===== config.mk =====
export PLATFORM = sky130hd
export DESIGN_NAME = draw_port_arbiter
export DESIGN_NICKNAME = d
export VERILOG_FILES = /design/src/rtl/pong_draw_pkg.sv /design/src/rtl/draw_rr_picker.sv /design/src/rtl/draw_port_arbiter.sv
export SDC_FILE = /design/constraint.sdc
export NUM_CORES = 1
export LEC_CHECK = 0
export CAP_MARGIN = 0
export CORE_ASPECT_RATIO = 1.2
export CORE_MARGIN = 5
export CORE_UTILIZATION = 40
export DETAILED_ROUTE_END_ITERATION = 12
export PLACE_DENSITY = 0.76
export SLEW_MARGIN = 20
export SYNTH_ARGS = -nofsm -noshare
export SYNTH_HDL_FRONTEND = slang
export SYNTH_SLANG_ARGS = --single-unit

===== constraint.sdc =====
create_clock -name clock -period 5.65 [get_ports clock]
set_clock_uncertainty 0.15 [all_clocks]
set_input_delay 1.13 -clock clock [delete_from_list [all_inputs] [get_ports clock]]
set_output_delay 1.13 -clock clock [all_outputs]
set_load 0.05 [all_outputs]

===== src/rtl/pong_draw_pkg.sv =====
// pong_draw_pkg: screen geometry, pixel field widths and arbiter state encoding
// Shared by draw_port_arbiter and its testbench; no ports.
package pong_draw_pkg;
    localparam int SCREEN_W = 160;
    localparam int SCREEN_H = 120;
    localparam int X_W = 8;
    localparam int Y_W = 7;
    localparam int COLOUR_W = 3;
    localparam logic [COLOUR_W-1:0] COLOUR_BLACK = 3'b000;
    localparam logic [1:0] ST_IDLE = 2'd0;
    localparam logic [1:0] ST_OWN = 2'd1;
    localparam logic [1:0] ST_CLEAR = 2'd2;
endpackage


===== src/rtl/draw_rr_picker.sv =====
// draw_rr_picker: round-robin search for the first active request after last_owner
// Ports: req (request vector), last_owner (previous owner index),
//        found (any request active), index (chosen requester).
module draw_rr_picker #(
    parameter int NUM_REQ = 3,
    parameter int IW = $clog2(NUM_REQ)
) (
    input  logic [NUM_REQ-1:0] req,
    input  logic [IW-1:0]      last_owner,
    output logic               found,
    output logic [IW-1:0]      index
);
    // Scan from farthest to nearest so the nearest candidate is written last and wins.
    always_comb begin
        found = 1'b0;
        index = '0;
        for (int k = NUM_REQ; k >= 1; k--) begin
            if (req[(int'(last_owner) + k) % NUM_REQ]) begin
                found = 1'b1;
                index = IW'((int'(last_owner) + k) % NUM_REQ);
            end
        end
    end
endmodule


===== src/rtl/draw_port_arbiter.sv =====
// draw_port_arbiter: round-robin, burst-limited sharing of the VGA adapter pixel-write port
// Ports: clock, reset (sync, active-high); req/x_in/y_in/colour_in packed per requester;
//        grant (registered one-hot); vga_x/vga_y/vga_colour/vga_plot to the adapter; busy.
// Build option: DRAW_ARB_CLEAR_ON_RESET_EN adds a black full-screen sweep after reset.
module draw_port_arbiter
    import pong_draw_pkg::*;
#(
    parameter int NUM_REQ = 3,
    parameter int MAX_BURST = 32
) (
    input  logic                         clock,
    input  logic                         reset,
    input  logic [NUM_REQ-1:0]           req,
    input  logic [X_W*NUM_REQ-1:0]       x_in,
    input  logic [Y_W*NUM_REQ-1:0]       y_in,
    input  logic [COLOUR_W*NUM_REQ-1:0]  colour_in,
    output logic [NUM_REQ-1:0]           grant,
    output logic [X_W-1:0]               vga_x,
    output logic [Y_W-1:0]               vga_y,
    output logic [COLOUR_W-1:0]          vga_colour,
    output logic                         vga_plot,
    output logic                         busy
);
    localparam int IW = $clog2(NUM_REQ);
    localparam int BW = $clog2(MAX_BURST) + 1;
`ifdef DRAW_ARB_CLEAR_ON_RESET_EN
    localparam logic [1:0] RST_STATE = ST_CLEAR;
    logic [X_W-1:0] cx;
    logic [Y_W-1:0] cy;
`else
    localparam logic [1:0] RST_STATE = ST_IDLE;
`endif
    logic [1:0] state;
    logic [IW-1:0] last_owner, owner, pick;
    logic found, acc, in_range, last_px;
    logic [BW-1:0] burst_cnt;
    logic [X_W-1:0] sx;
    logic [Y_W-1:0] sy;
    logic [COLOUR_W-1:0] sc;

    draw_rr_picker #(.NUM_REQ(NUM_REQ), .IW(IW)) u_pick (
        .req(req), .last_owner(last_owner), .found(found), .index(pick)
    );

    assign sx = x_in[X_W*int'(owner) +: X_W];
    assign sy = y_in[Y_W*int'(owner) +: Y_W];
    assign sc = colour_in[COLOUR_W*int'(owner) +: COLOUR_W];
    assign acc = (state == ST_OWN) && req[owner];
    assign in_range = (sx < X_W'(SCREEN_W)) && (sy < Y_W'(SCREEN_H));
    assign last_px = burst_cnt == BW'(MAX_BURST - 1);
    assign busy = state != ST_IDLE;

    always_ff @(posedge clock) begin
        if (reset) begin
            state <= RST_STATE;
            grant <= '0;
            vga_plot <= 1'b0;
            vga_x <= '0;
            vga_y <= '0;
            vga_colour <= '0;
            last_owner <= IW'(NUM_REQ - 1);
            owner <= '0;
            burst_cnt <= '0;
`ifdef DRAW_ARB_CLEAR_ON_RESET_EN
            cx <= '0;
            cy <= '0;
`endif
        end else if (state == ST_IDLE) begin
            vga_plot <= 1'b0;
            if (found) begin
                state <= ST_OWN;
                grant <= NUM_REQ'(1) << pick;
                owner <= pick;
                burst_cnt <= '0;
            end
        end else if (state == ST_OWN) begin
            // Out-of-range pixels are consumed (counted) but never reach the adapter.
            vga_plot <= acc && in_range;
            if (acc && in_range) begin
                vga_x <= sx;
                vga_y <= sy;
                vga_colour <= sc;
            end
            if (acc)
                burst_cnt <= (&burst_cnt) ? burst_cnt : burst_cnt + 1'b1;
            if (!acc || last_px) begin
                state <= ST_IDLE;
                grant <= '0;
                last_owner <= owner;
            end
        end
`ifdef DRAW_ARB_CLEAR_ON_RESET_EN
        else begin
            vga_plot <= 1'b1;
            vga_x <= cx;
            vga_y <= cy;
            vga_colour <= COLOUR_BLACK;
            cx <= (cx == X_W'(SCREEN_W - 1)) ? '0 : cx + 1'b1;
            cy <= (cx == X_W'(SCREEN_W - 1)) ? cy + 1'b1 : cy;
            if (cx == X_W'(SCREEN_W - 1) && cy == Y_W'(SCREEN_H - 1))
                state <= ST_IDLE;
        end
`endif
    end
endmodule


# After elaboration in Yosys (flattened, before gate mapping)
# Index checks and enable logic that the tools add are counted.
[word_totals]
ff_bits = 34
inputBits = 59
out_inout_bits = 23
elab_cells = 80
[classes]
n_addsub = 4
mul = 2
div_mod_pow = 3
n_lt_le_gt_ge = 6
eq_ne = 4
shift = 4
muxes = 30
bitwise_logic = 1
n_reduce_logical = 17
[ops]
columns = ["op", "n"]
rows = [
  ["32-bit by 4-bit < comparator with 1-bit output (second input constant)", 3],
  ["32-bit by 3-bit remainder unit with 32-bit output (second input constant)", 3],
  ["6-bit 2-to-1 mux", 5],
  ["24-bit by 6-bit indexed part select with 8-bit output", 1],
  ["21-bit by 6-bit indexed part select with 7-bit output", 1],
  ["2-bit 2-to-1 mux", 7],
  ["3-bit 2-to-1 mux", 4],
  ["1-bit 2-to-1 mux", 10],
  ["3-bit AND reduction", 3],
  ["9-bit by 5-bit indexed part select with 3-bit output", 1],
  ["1-bit binary-select mux with 2-bit select", 4],
  ["8-bit < comparator (second input constant)", 1],
  ["2-bit nonzero test", 4],
  ["7-bit < comparator (second input constant)", 1],
  ["2-bit by 2-bit adder with 3-bit output (second input constant)", 2],
  ["6-bit by 1-bit adder with 6-bit output (second input constant)", 1],
  ["6-bit by 5-bit equality test with 1-bit output (second input constant)", 1],
  ["6-bit AND reduction", 1],
  ["3-bit by 2-bit multiplier with 5-bit output (first input constant)", 1],
  ["2-bit by 2-bit multiplier with 4-bit output (first input constant)", 1],
  ["2-bit != test (second input constant)", 2],
  ["4-bit AND reduction", 1],
  ["2-bit by 1-bit adder with 3-bit output (second input constant)", 1],
  ["1-bit logical AND", 3],
  ["9 further kinds", 9],
]

# Logic depth before layout (Yosys ltp)
# Gate-level depths: netlist (run 1).
[logic_depth]
word_depth = 11
ltp_mapped = 9
depth_no_buf = 7

# Cells and area by module
# From an unflattened synthesis (run 1), not the netlist that was laid out.
[hier_totals]
hier_cells = 233
hier_area_um2 = 2006.9
[by_module_without_submodules]
columns = ["mod", "n_inst", "cells_per_inst", "area_each_um2", "seq_area_each_um2"]
rows = [
  ["draw_port_arbiter", 1, 197, 1761.7, 660.6],
  ["draw_rr_picker", 1, 36, 245.2, 0.0],
]

# Least setup slack after synthesis (run 1)
# Ideal clock, no wire load.
[synth_timing]
path_type = "input to register"
start = "input y_in[12]"
end = "register vga_x[7]"
setup_time_ps = 115
arrival_ps = 2544
required_ps = 5385
slack_ps = 2841
cell_stages = 8
n_path_buf = 3
cell_sequence = "mux2_2 -> a22oi_1 -> or4_1 -> buf_2 -> and3_4 -> buf_6 -> buf_6 -> o21a_1"
[synth_between]
elab_chain_cells = 5
[synth_rtl]
columns = ["element", "line", "text"]
rows = [
  ["start, declared", "draw_port_arbiter.sv:15", "input logic [Y_W*NUM_REQ-1:0] y_in,"],
  ["21-bit by 6-bit indexed part select with 7-bit output", "draw_port_arbiter.sv:46", "assign sy = y_in[Y_W*int'(owner) +: Y_W];"],
  ["7-bit < comparator", "draw_port_arbiter.sv:49", "assign in_range = (sx < X_W'(SCREEN_W)) && (sy < Y_W'(SCREEN_H));"],
  ["1-bit logical AND", "draw_port_arbiter.sv:49", ""],
  ["1-bit logical AND", "draw_port_arbiter.sv:79", "if (acc && in_range) begin"],
  ["3-bit AND reduction (no source line)", "n/a", ""],
  ["end signal, assigned", "draw_port_arbiter.sv:58", "vga_x <= '0;"],
  ["end signal, assigned", "draw_port_arbiter.sv:80", "vga_x <= sx;"],
  ["end, declared", "draw_port_arbiter.sv:18", "output logic [X_W-1:0] vga_x,"],
]
# No other way between the ends.
# A chain may end at the register's enable or synchronous reset.

# Worst setup path after layout (run 1)
[layout_timing]
start = "register owner[1]"
end = "register vga_x[5]"
[layout_between]
elab_chain_cells = 6
word_cells_on_any_way = 11
cone_classes = "1 x mul; 2 x order compare; 2 x shift; 2 x mux; 4 x reduce/logical"
[layout_rtl]
columns = ["element", "line", "text"]
rows = [
  ["start, declared", "draw_port_arbiter.sv:34", "logic [IW-1:0] last_owner, owner, pick;"],
  ["start signal, assigned", "draw_port_arbiter.sv:73", "owner <= pick;"],
  ["3-bit by 2-bit multiplier with 5-bit output", "draw_port_arbiter.sv:46", ""],
  ["21-bit by 6-bit indexed part select with 7-bit output", "draw_port_arbiter.sv:46", ""],
  ["7-bit < comparator", "draw_port_arbiter.sv:49", ""],
  ["1-bit logical AND", "draw_port_arbiter.sv:49", ""],
  ["1-bit logical AND", "draw_port_arbiter.sv:79", ""],
  ["3-bit AND reduction (no source line)", "n/a", ""],
]
# Several ways; a longest one is shown, not always the timed one. The select of a mux whose other input is x is not followed.

==> results of run 1 <==
[state kept, by name, indices dropped and copies added, names as in the netlist]
register,flops
vga_x,8
last_owner,2
grant,3
vga_colour,3
state,1
vga_y,7
burst_cnt,6
owner,2
vga_plot,1
[Yosys cell counts (3+ instances only)]
library cell,n
mux2_2,6
a21oi_1,21
dfxtp_1,33
nand2_1,5
ha_1,5
a211oi_2,9
nor2_1,22
a221oi_1,4
nand4_1,6
clkbuf_1,12
nand2b_1,7
inv_1,10
nand3_1,8
mux2i_1,16
a211oi_1,5
a31oi_1,14
buf_6,4
o21ai_0,3
and3_1,4
a22oi_1,7
xor2_1,4
[through the flow]
step / worst slack, ns / instances
finish: 2.36 / 360
global route: 2.06 / 360
CTS: 2.22 / 360
detailed placement: 2.16 / 352
global placement: 2.18 / 352
floorplan: 2.84 / 225
[final timing paths]
check	depth (start not counted)	slack, ns	endpoint
worst max-delay path	5	2.36	vga_x[5]
worst min-delay path	1	0.32	vga_x[7]
worst max register to register	5	2.36	vga_x[5]
worst min register to register	1	0.32	vga_x[7]
[cell type report]
cell class / instances / share of cell area [%]
Multi-Input combinational cell: 165 / 40.9
Timing Repair Buffer: 84 / 29.1
Sequential cell: 33 / 23.1
Tap cell: 60 / 2.62
Clock buffer: 5 / 2.40
Inverter: 10 / 1.31
Clock inverter: 3 / 0.611
[cell families after synthesis]
logic type / Yosys count
flip-flops: 33
buffers and inverters: 27
AND/OR/NAND/NOR: 59
XOR/XNOR: 4
AO/OA/AOI/OAI: 74
adder cells (fa/ha/maj): 5
multiplexers: 23
[metal layers]
layer,GRT usage (%),vias to the layer above
met5,0,-
met4,6.92,0
met3,5.34,7
met2,30.2,56
met1,18.3,910
li1,-,981
[cells in the final DEF (no fill, tap or decap), types with 2 or more instances in the layout]
| master | n |
|---|---|
| clkdlybuf4s50_1 | 81 |
| dfxtp_1 | 32 |
| nor2_1 | 22 |
| a21oi_1 | 21 |
| mux2i_1 | 16 |
| a31oi_1 | 14 |
| inv_1 | 10 |
| a211oi_2 | 9 |
| nand3_1 | 8 |
| a22oi_1 | 7 |
| nand2b_1 | 7 |
| mux2_2 | 6 |
| nand4_1 | 6 |
| nand2_1 | 5 |
| a211oi_1 | 5 |
| ha_1 | 5 |
| clkbuf_8 | 5 |
| a221oi_1 | 4 |
| and3_1 | 4 |
| xor2_1 | 4 |
| o21ai_0 | 3 |
| buf_4 | 3 |
| clkinv_2 | 2 |
[critical path, cell delays in order (launching register included)]
cell	delay (ns)
dfxtp_1	0.72
and2b_1	0.68
a22oi_1	0.22
or4_1	0.82
and3_4	0.38
a211oi_1	0.23
[report_power, final]
| group | switching [mW] | total [mW] | internal, mW | leakage [nW] |
|---|---|---|---|---|
| clock network | 0.0925 | 0.177 | 0.0849 | 0.0439 |
| registers | 0.0233 | 0.277 | 0.254 | 0.269 |
| logic | 0.156 | 0.279 | 0.123 | 0.740 |
==> metrics.cfg, run 1 <==
[critical_path]
critPathKind=flop to flop
cp.required_ns=5.71
crit_start=owner[1]
cp-end-kind=flop
crit_fanout=20
critPathArrivalTime_ns=3.35
r2r-start=owner[1]
critPathLaunchType=flop

[yosys]
synth_area_leaders=dfxtp_1, mux2i_1, a211oi_2
synth-xor-area-share_pct=1.78
synth_nets=289
yosys.area.top_type=dfxtp_1
synth_edf_count=0
synth-compound-area-share_pct=27.1
synthMuxAreaShare_pct=12.2
ys_ff_latch=33
yosys.area_share.simple_pct=15.4
synth_area_sq_um=1960
ys_seq_area_share_pct=33.6
synth_async_sr_flop_share_pct=0
synth_top_area_share_pct=33.6
synthFlopType=dfxtp_1
ys_warn_count=0
synth_adder_area_share_pct=3.18
yosysUniqueCellTypes=41
synthCells=225
synth_top_family_by_area=compound AO/OA/AOI/OAI gates
syn_avg_cell_area_sq_um=8.73

[global_routing]
grt_pass1_vias=1877
grt_usage_pct=17.0
antenna_found_initial=0
grt_pass1_wl_um=8490
grt_max_degree=31
gr-total-overflow=0

[power_and_ir_drop]
ir_drop_v=0.000150
power.density_nw_per_um2=256
total_power_mw=0.734
p_leak_nw=1.05

[min_path]
holdCritPathClass=flop to flop
hold_start=vga_x[7]

[floorplanning]
start_util_pct=40.6
dieArea_sq_um=6420
io-pin-count=82
die_w_um=74.0
core.rowCount=28
die_h_um=86.8
core_sq_um=4830

[placed_design]
io_buffers=81
dp_hpwl_um=4010
gp_congestion=0.835
post_dp_cell_area_sq_um=2780

[route]
via_count=1954
wl_met3_um=377
detail-route-antenna-nets=0
drcViolationCount=0
avgViaCountPerCell=5.43
routed_wirelength_um=5400
wl_met2_um=2790
wire_per_inst_um=15.0
drt_first_pass_iters=4
wl_met1_um=2140
dr.max_layer_used=met4
drt-initial-drc-count=88

[timing]
drv_slew=0
fin_crit_sh_pct=58.2
worst_slew_pin_slew_ns=0.739
setup_tns_ns=0
hold_viol_final=0
rsz0062_at_grt=false
hold_ws_ns=0.322
finalCriticalPeriod_ns=3.29
setup_viol=0
clock.fmax_mhz=304
slew_headroom_pct=50.1

[outcome]
status=completed

[layout]
layout-drive-gt1-share_pct=9.67
final_area_sq_um=2870
syn2layout_area_growth_pct=45.9
nets=363
insertedDiodeCount=0
multiInputGateArea_sq_um=1170
nFillCells=433
utilization_pct=59.3
seq_area_sq_um=662

[clocking]
cts-root-buf=clkbuf_8
path_clk_slew_ns=0.07
clock-sinks=33
cts_hold_buf=0
cts-buffers-inserted=5
clock_latency_ns=0.29
cts_max_path_buffers=2
cts_tree=built
cts-resized-gates=0
htree_num_levels=2
postCtsSetupBuffers=0

[run]
cap_violations=0

No activity file was read; power rests on OpenSTA's default activity.
==> run 2: changes to the inputs <==
==> constraint.sdc (replaced) <==
create_clock -name clock -period 3.1 [get_ports clock]
set_clock_uncertainty 0.15 [all_clocks]
set_input_delay 0.62 -clock clock [delete_from_list [all_inputs] [get_ports clock]]
set_output_delay 0.62 -clock clock [all_outputs]
set_load 0.05 [all_outputs]
==> run 2 against run 1 <==
  * Maximum frequency grew 31%
  * Largest cell class unchanged
  * Register-to-register slack lost 1.8 ns
  * Critical path depth is the same
  * Power grew 84%
  * Cell area grew 2.0%
  * Clock power grew 82%
  * Critical path type unchanged
  * Die area is the same
  * Sequential power grew 78%
==> metrics.cfg, run 2 (synthesized netlist as in run 1, its figures left out) <==
[route]
routed_wirelength_um=5430
wl_met1_um=2090
drcViolationCount=0
via_count=1973
detail-route-antenna-nets=0
drt_first_pass_iters=4
dr.max_layer_used=met4
drt-initial-drc-count=64
wl_met2_um=2870
wire_per_inst_um=14.9
wl_met3_um=433
avgViaCountPerCell=5.41

[clocking]
cts_tree=built
cts_hold_buf=0
htree_num_levels=2
cts-buffers-inserted=5
cts_max_path_buffers=2
cts-resized-gates=0
clock_latency_ns=0.28
clock-sinks=33
cts-root-buf=clkbuf_8
path_clk_slew_ns=0.06
postCtsSetupBuffers=0

[outcome]
status=completed

[placed_design]
gp_congestion=0.872
io_buffers=81
post-place-ws_ns=0.411
post_dp_cell_area_sq_um=2840
dp_hpwl_um=4300

[floorplanning]
start_util_pct=40.6
core.rowCount=28
io-pin-count=82
die_w_um=74.0
die_h_um=86.8
core_sq_um=4830
dieArea_sq_um=6420

[critical_path]
cp.required_ns=3.14
cpPeakStageDelay_ns=0.61
crit_family=simple AND/OR/NAND/NOR gates
r2r_cells=5
critPathLaunchType=flop
cp_num_buf_inv=0
crit_cells=5
cp-end-kind=flop
crit_path_cell_trace=and2b_1 > a22oi_1 > or4_1 > and3_4 > a211oi_1
critPathKind=flop to flop
critPathArrivalTime_ns=2.56
cp_slowest_cell=or4_1
crit_fanout=14

[timing]
setup_tns_ns=0
clock.fmax_mhz=398
worst_slew_pin_slew_ns=0.641
setup_viol=0
setup_ws_ns=0.587
finalCriticalPeriod_ns=2.51
slew_headroom_pct=57.2
fin_crit_sh_pct=81.1
hold_viol_final=0
rsz0062_at_grt=false
drv_slew=0
hold_ws_ns=0.317

[run]
cap_violations=0

[min_path]
holdPathStages=2
holdCritPathClass=flop to flop

[layout]
final_common_cell=clkdlybuf4s50_1
regMostFlops=vga_x
insertedDiodeCount=0
largest_reg_flops=8
reg_top3=vga_x (8), vga_y (7), burst_cnt (6)
final_cell_mix=clkdlybuf4s50_1, dfxtp_1, nor2_1
syn2layout_area_growth_pct=48.7
final_area_sq_um=2920
layout-drive-gt1-share_pct=10.5
nets=369

[power_and_ir_drop]
power.density_nw_per_um2=463
ir_drop_v=0.000264
total_power_mw=1.35
p_leak_nw=1.09

[global_routing]
antenna_found_initial=0
grt_pass1_wl_um=9060
grt_usage_pct=18.0
grt_max_degree=22
grt_pass1_vias=1919
gr-total-overflow=0

-- run 2: cell count changes in the layout (fill, tap and decap cells not counted), sizes merged --
| cell | change |
|---|---|
| clkbuf | +2 |
| clkinvlp | -1 |
| clkinv | -2 |
| buf | +6 |
-- run 2: power by group --
part	switching (mW)	internal, mW	total (mW)	leakage (nW)
Clock	0.146	0.176	0.322	0.0443
Combinational	0.299	0.236	0.535	0.775
Sequential	0.0311	0.463	0.494	0.269
Total	0.476	0.875	1.35	1.09
-- run 2: layout make-up --
class	count	area, sq um
clock buffer	7	86.3
fill	432	1910
inverter	10	37.5
multi-input combinational	165	1170
sequential	33	661
tap	60	75.1
timing repair buffer	90	891
-- run 2: path summary, 6_finish.rpt --
path | startpoint | to | slack [ns]
max | owner[0] | vga_x[5] | 0.59
min | grant[1] | grant[1] | 0.32
max reg2reg | owner[0] | vga_x[5] | 0.59
min reg2reg | grant[1] | grant[1] | 0.32
-- run 2: stage by stage --
stage / instances / utilization (%)
after global placement: 358 / 58.6
after global routing: 365 / 60.4
final: 365 / 60.4
after CTS: 365 / 60.4
after floorplan: 225 / -
after detailed placement: 358 / 58.6
-- run 2: layer usage --
metal  GRT usage (%)  vias to the layer above
met3            6.61                        2
met2            30.7                       64
li1                -                      994
met4            6.43                        0
met1            20.2                      913
met5               0                        -
-- run 2: worst min-delay path: stages, from the launching register on --
cell	delay [ns]
dfxtp_1	0.31
nand3_1	0.06
a21oi_1	0.05
